## config.mk

```make
export PLATFORM = sky130hd
export DESIGN_NAME = instruction_fetch_unit
export DESIGN_NICKNAME = d
export VERILOG_FILES = /design/src/rtl/instruction_fetch_unit.sv
export SDC_FILE = /design/constraint.sdc
export NUM_CORES = 1
export LEC_CHECK = 0
export ABC_AREA = 1
export CAP_MARGIN = 20
export CORE_ASPECT_RATIO = 0.75
export CORE_UTILIZATION = 50
export CTS_BUF_LIST = sky130_fd_sc_hd__clkbuf_4
export CTS_CLUSTER_SIZE = 25
export DETAILED_ROUTE_END_ITERATION = 7
export PLACE_DENSITY = 0.83
export RECOVER_POWER = 50
export SETUP_SLACK_MARGIN = 0.5
export SLEW_MARGIN = 30
export SYNTH_ARGS = -nofsm -noshare
export SYNTH_HDL_FRONTEND = slang
export SYNTH_SLANG_ARGS = --single-unit
```

## constraint.sdc

```tcl
create_clock -name CLK -period 2.1 [get_ports CLK]
set_clock_uncertainty 0.15 [all_clocks]
set_input_delay 0.42 -clock CLK [delete_from_list [all_inputs] [get_ports CLK]]
set_output_delay 0.42 -clock CLK [all_outputs]
set_load 0.02 [all_outputs]
```

## src/rtl/instruction_fetch_unit.sv

```systemverilog
// IF stage: fetches one word per cycle from IMEM into the IF/ID register, with redirect and hold support.
// Latency 1 cycle; STALL freezes PC and IF/ID, BUSYWAIT inserts bubbles, BRANCH_TAKEN overrides both.
module instruction_fetch_unit #(
    parameter logic [31:0] RESET_PC  = 32'h00000000,
    parameter logic [31:0] NOP_INSTR = 32'h00000013
) (
    input  logic        CLK,
    input  logic        RESET_N,
    input  logic        STALL,
    input  logic        BRANCH_TAKEN,
    input  logic [31:0] BRANCH_TARGET,
    input  logic [31:0] IMEM_READDATA,
    input  logic        IMEM_BUSYWAIT,
    output logic [31:0] IMEM_ADDRESS,
    output logic        IMEM_READ,
    output logic [31:0] INSTRUCTION,
    output logic [31:0] PC_OUT,
    output logic [31:0] PC_PLUS4,
    output logic        VALID
);

    typedef enum logic {
        FETCH = 1'b0,
        HOLD  = 1'b1
    } state_t;

    localparam logic [31:0] RESET_PC_ALIGNED = {RESET_PC[31:2], 2'b00};

    state_t      state, state_nxt;
    logic [31:0] pc, pc_nxt;
    logic [31:0] buf_instr, buf_instr_nxt;
    logic [31:0] ifid_instr, ifid_instr_nxt;
    logic [31:0] ifid_pc, ifid_pc_nxt;
    logic [31:0] ifid_pc4, ifid_pc4_nxt;
    logic        ifid_vld, ifid_vld_nxt;
    logic [31:0] pc_plus4;

    // Redirect targets are word aligned; the low bits are deliberately ignored.
    logic unused_tgt_bits;
    assign unused_tgt_bits = ^BRANCH_TARGET[1:0];

    assign pc_plus4 = pc + 32'd4;

    always_ff @(posedge CLK or negedge RESET_N) begin
        if (!RESET_N) begin
            state      <= FETCH;
            pc         <= RESET_PC_ALIGNED;
            buf_instr  <= 32'h0;
            ifid_instr <= NOP_INSTR;
            ifid_pc    <= 32'h0;
            ifid_pc4   <= 32'h0;
            ifid_vld   <= 1'b0;
        end else begin
            state      <= state_nxt;
            pc         <= pc_nxt;
            buf_instr  <= buf_instr_nxt;
            ifid_instr <= ifid_instr_nxt;
            ifid_pc    <= ifid_pc_nxt;
            ifid_pc4   <= ifid_pc4_nxt;
            ifid_vld   <= ifid_vld_nxt;
        end
    end

    always_comb begin
        state_nxt      = state;
        pc_nxt         = pc;
        buf_instr_nxt  = buf_instr;
        ifid_instr_nxt = ifid_instr;
        ifid_pc_nxt    = ifid_pc;
        ifid_pc4_nxt   = ifid_pc4;
        ifid_vld_nxt   = ifid_vld;
        IMEM_READ      = (state == FETCH);

        if (BRANCH_TAKEN) begin
            // Any word returning this cycle belongs to the wrong path and is dropped.
            pc_nxt         = {BRANCH_TARGET[31:2], 2'b00};
            ifid_instr_nxt = NOP_INSTR;
            ifid_vld_nxt   = 1'b0;
            buf_instr_nxt  = 32'h0;
            state_nxt      = FETCH;
        end else begin
            case (state)
                FETCH: begin
                    if (IMEM_BUSYWAIT) begin
                        if (!STALL) begin
                            ifid_instr_nxt = NOP_INSTR;
                            ifid_vld_nxt   = 1'b0;
                        end
                    end else if (!STALL) begin
                        ifid_instr_nxt = IMEM_READDATA;
                        ifid_pc_nxt    = pc;
                        ifid_pc4_nxt   = pc_plus4;
                        ifid_vld_nxt   = 1'b1;
                        pc_nxt         = pc_plus4;
                    end else begin
                        // PC is frozen while holding, so it still tags the buffered word.
                        buf_instr_nxt = IMEM_READDATA;
                        state_nxt     = HOLD;
                    end
                end
                HOLD: begin
                    if (!STALL) begin
                        ifid_instr_nxt = buf_instr;
                        ifid_pc_nxt    = pc;
                        ifid_pc4_nxt   = pc_plus4;
                        ifid_vld_nxt   = 1'b1;
                        pc_nxt         = pc_plus4;
                        state_nxt      = FETCH;
                    end
                end
                default: state_nxt = FETCH;
            endcase
        end
    end

    assign IMEM_ADDRESS = pc;
    assign INSTRUCTION  = ifid_instr;
    assign PC_OUT       = ifid_pc;
    assign PC_PLUS4     = ifid_pc4;
    assign VALID        = ifid_vld;

endmodule
```

==> summary.md <==
| Metric | Value |
|---|---|
| Post-DP HPWL | `13.9 mm` |
| Total GRT Usage | `33.9%` |
| Final setup viols | `0` |
| Leakage | `5.67 nW` |
| Die ar. | `14600 um^2` |
| Mapped cell area | `7070 um^2` |
| Post-synthesis cell type count | `29` |
| Port Buffers | `190` |
| Critical Path, Cell by Cell | `dlygate4sd3_1 > buf_4 > nor2_1 > inv_1 > nor2_1 > a21oi_1` |
| Vias per cell | `5.79` |
| RSZ-0062 raised after global routing | `yes` |
| Htree depth | `4` |
| Initial antenna violation count | `0` |
| Row cnt | `37` |
| First-pass GRT wire length | `38.2 mm` |
| TritonRoute pass-1 iters | `5` |
| Top-area cell type share of the netlist area | `54.2%` |
| CTS root buffer | `clkbuf_4` |
| Data required, critical path | `2.43 ns` |
| Clock network power share | `25.7%` |
| Max frequency | `512 MHz` |
| Routed len/inst | `20.0 um` |
| Fraction of layout cells with a size suffix above 1 | `37.9%` |
| CP Capture Type | `register` |
| CP top delay family | `buffers and inverters` |
| Initial core utilization | `51.4%` |
| Final hold violations | `0` |
| Area after DPL | `9350 um^2` |
| P&R area growth vs syn | `64.6%` |
| Final period util | `93.0%` |
| Syn_area_per_cell | `8.27 um^2` |
| EDFF count, synth | `0` |
| Clk slew on worst S/H paths | `0.15 ns` |
| Layout fillers | `696` |
| Most frequent CP cell | `nor2_1` |
| Post-layout instance area | `11600 um^2` |
| Fin crit period | `1.95 ns` |
| Asr flop ratio synth | `100%` |
| Critical path type | `in -> reg` |
| TritonCTS Buffers | `17` |
| Yosys top cell by area | `dfrtp_1` |
| Final Routed Wirelength | `27.2 mm` |
| DRT iter0 DRCs | `753` |
| Status | `finished clean` |
| Final net count | `1243` |
| Max VDD drop | `0.000631 V` |
| Grt ovf | `0` |
| # Max-Cap Violations | `0` |
| Fin Setup TNS | `0 ns` |
| WP buf/inv | `3` |
| Critical path startpoint category | `input port` |
| CP peak stage delay | `0.60 ns` |
| Slowest-stage cell, CP | `dlygate4sd3_1` |
| Die Y | `105 um` |
| Clk_lat worst skew | `0.55 ns` |
| Synth Register Bits | `156` |
| Sequential share of power | `41.9%` |
| Cell Int Power | `5.83 mW` |
| IO Count | `199` |
| Crit path max fanout | `5` |
| Register area share after synthesis | `55.3%` |
| Routed Antenna Nets | `0` |
| Worst EP arrival | `2.28 ns` |
| Yosys warning total | `0` |
| Antenna diode count | `0` |
| Drt drc | `0` |
| Sw frac | `33.6%` |
| Number of global-route vias before repair | `7486` |
| Largest net degree at the start of global routing | `50` |
| CTS Buffer Depth | `2` |
| Worst slew margin | `50.7%` |
| Count leader, synth | `nand2_1` |
| Worst-Margin Slew | `0.737 ns` |
| RePlAce Congestion | `0.963` |
| Core Area | `13700 um^2` |
| Die W | `139 um` |
| Hold WC Path Type | `in -> async` |
| Max-slew violation count | `0` |
| Comb power frac | `32.4%` |
| Power Dens Cells | `754 nW/um^2` |
| Sw Pwr | `2.95 mW` |
| Clock Sink Count | `156` |
| Primary FF master, synth | `dfrtp_1` |
| Top post-synthesis cells by area | `dfrtp_1, nand2_1, nand3_1` |
| Syn Inst Count | `855` |
| Vias | `7885` |
| CTS tree | `yes` |
| Synth top cells by count | `nand2_1, dfrtp_1, nand3_1` |
-- power by group through the flow --
stage	combinational [mW]	clock, mW	sequential (mW)
CTS	2.53	2.23	3.63
global placement	1.99	0	3.66
global route	2.99	2.40	3.70
detailed placement	2.03	0	3.67
floorplan	0.576	0	4.01
finish	2.84	2.26	3.68
-- state kept, by name, summed over array words and instances, names as in the netlist --
register,cells
PC_PLUS4,30
INSTRUCTION,32
PC_OUT,30
IMEM_ADDRESS,30
VALID,1
buf_instr,32
state,1
-- layer usage --
metal | wire length, um | GRT usage, % | up-vias | share of wire (%)
met5 | 0 | 0 | - | 0
met4 | 1620 | 16.3 | 0 | 5.9
met3 | 2560 | 8.52 | 150 | 9.4
met2 | 12600 | 52.9 | 590 | 46
met1 | 10400 | 44.3 | 3743 | 38
li1 | - | - | 3402 | -
-- kinds of logic (layout without fill, tap and decap cells) --
| family | count (synthesis) | in the layout | share of synthesized area, % |
|---|---|---|---|
| AO/OA/AOI/OAI | 127 | 127 | 10.4 |
| XOR/XNOR | 5 | 5 | 0.620 |
| adder cells (fa/ha/maj) | 1 | 1 | 0.177 |
| buffers and inverters | 112 | 438 | 6.90 |
| flip-flops | 156 | 156 | 55.3 |
| other | 1 | 6 | 0.0531 |
| AND/OR/NAND/NOR | 453 | 453 | 26.5 |
-- through the flow --
stage	total power [mW]	hold slack, ns	setup slack (ns)	cells	util, %
finish	8.77	0.214	0.148	1361	84.6
global route	9.09	0.216	0.118	1361	84.6
CTS	8.39	0.211	0.272	1320	79.4
detailed placement	5.70	0.256	0.0236	1206	68.0
global placement	5.65	0.251	0.0985	1206	68.0
floorplan	4.59	-0.0256	0.515	860	-
-- path summary, 6_finish.rpt --
check / to / slack [ns] / cells past startpoint / startpoint
worst min-delay path: PC_PLUS4[20] / 0.21 / 2 / RESET_N
worst min register to register: INSTRUCTION[26] / 0.38 / 2 / INSTRUCTION[26]
min in group CLK: IMEM_ADDRESS[13] / 0.28 / 3 / BRANCH_TARGET[13]
max in group asynchronous: INSTRUCTION[15] / 0.47 / 3 / RESET_N
worst max-delay path: INSTRUCTION[1] / 0.15 / 6 / BRANCH_TAKEN
worst max register to register: PC_PLUS4[5] / 0.22 / 8 / state
-- repair_timing --
item | CTS | global route
setup buffers | 75 | 39
hold endpoints to repair | 49 | 0
hold buffers | 1 | 0
setup endpoints to repair | 179 | 230
resized for setup | 820 | 147
cloned | 6 | 2
pin swaps | 26 | 69
-- final cells by class --
| class | instances | area, um^2 | share of cell area (%) |
|---|---|---|---|
| Clock inverter | 13 | 211 | 1.82 |
| Timing Repair Buffer | 344 | 3570 | 30.7 |
| Multi-Input combinational cell | 592 | 3330 | 28.6 |
| Clock buffer | 19 | 143 | 1.23 |
| Sequential cell | 156 | 3920 | 33.7 |
| Tap cell | 175 | 219 | 1.88 |
| Inverter | 62 | 243 | 2.09 |
-- cell usage in the layout (no fill, tap or decap), types with 7 or more instances in the layout --
master	instances
a22oi_1	20
a22oi_2	9
buf_12	10
buf_4	105
buf_6	144
clkbuf_4	22
clkdlybuf4s50_1	63
dfrtp_1	146
dfrtp_2	7
inv_1	57
nand2_1	264
nand2_2	20
nand2_4	7
nand3_1	57
nand3_2	51
nor2_1	17
nor2_2	12
nor2_4	18
o21ai_0	41
o21ai_1	41
Power figures use the tool's default switching activity.
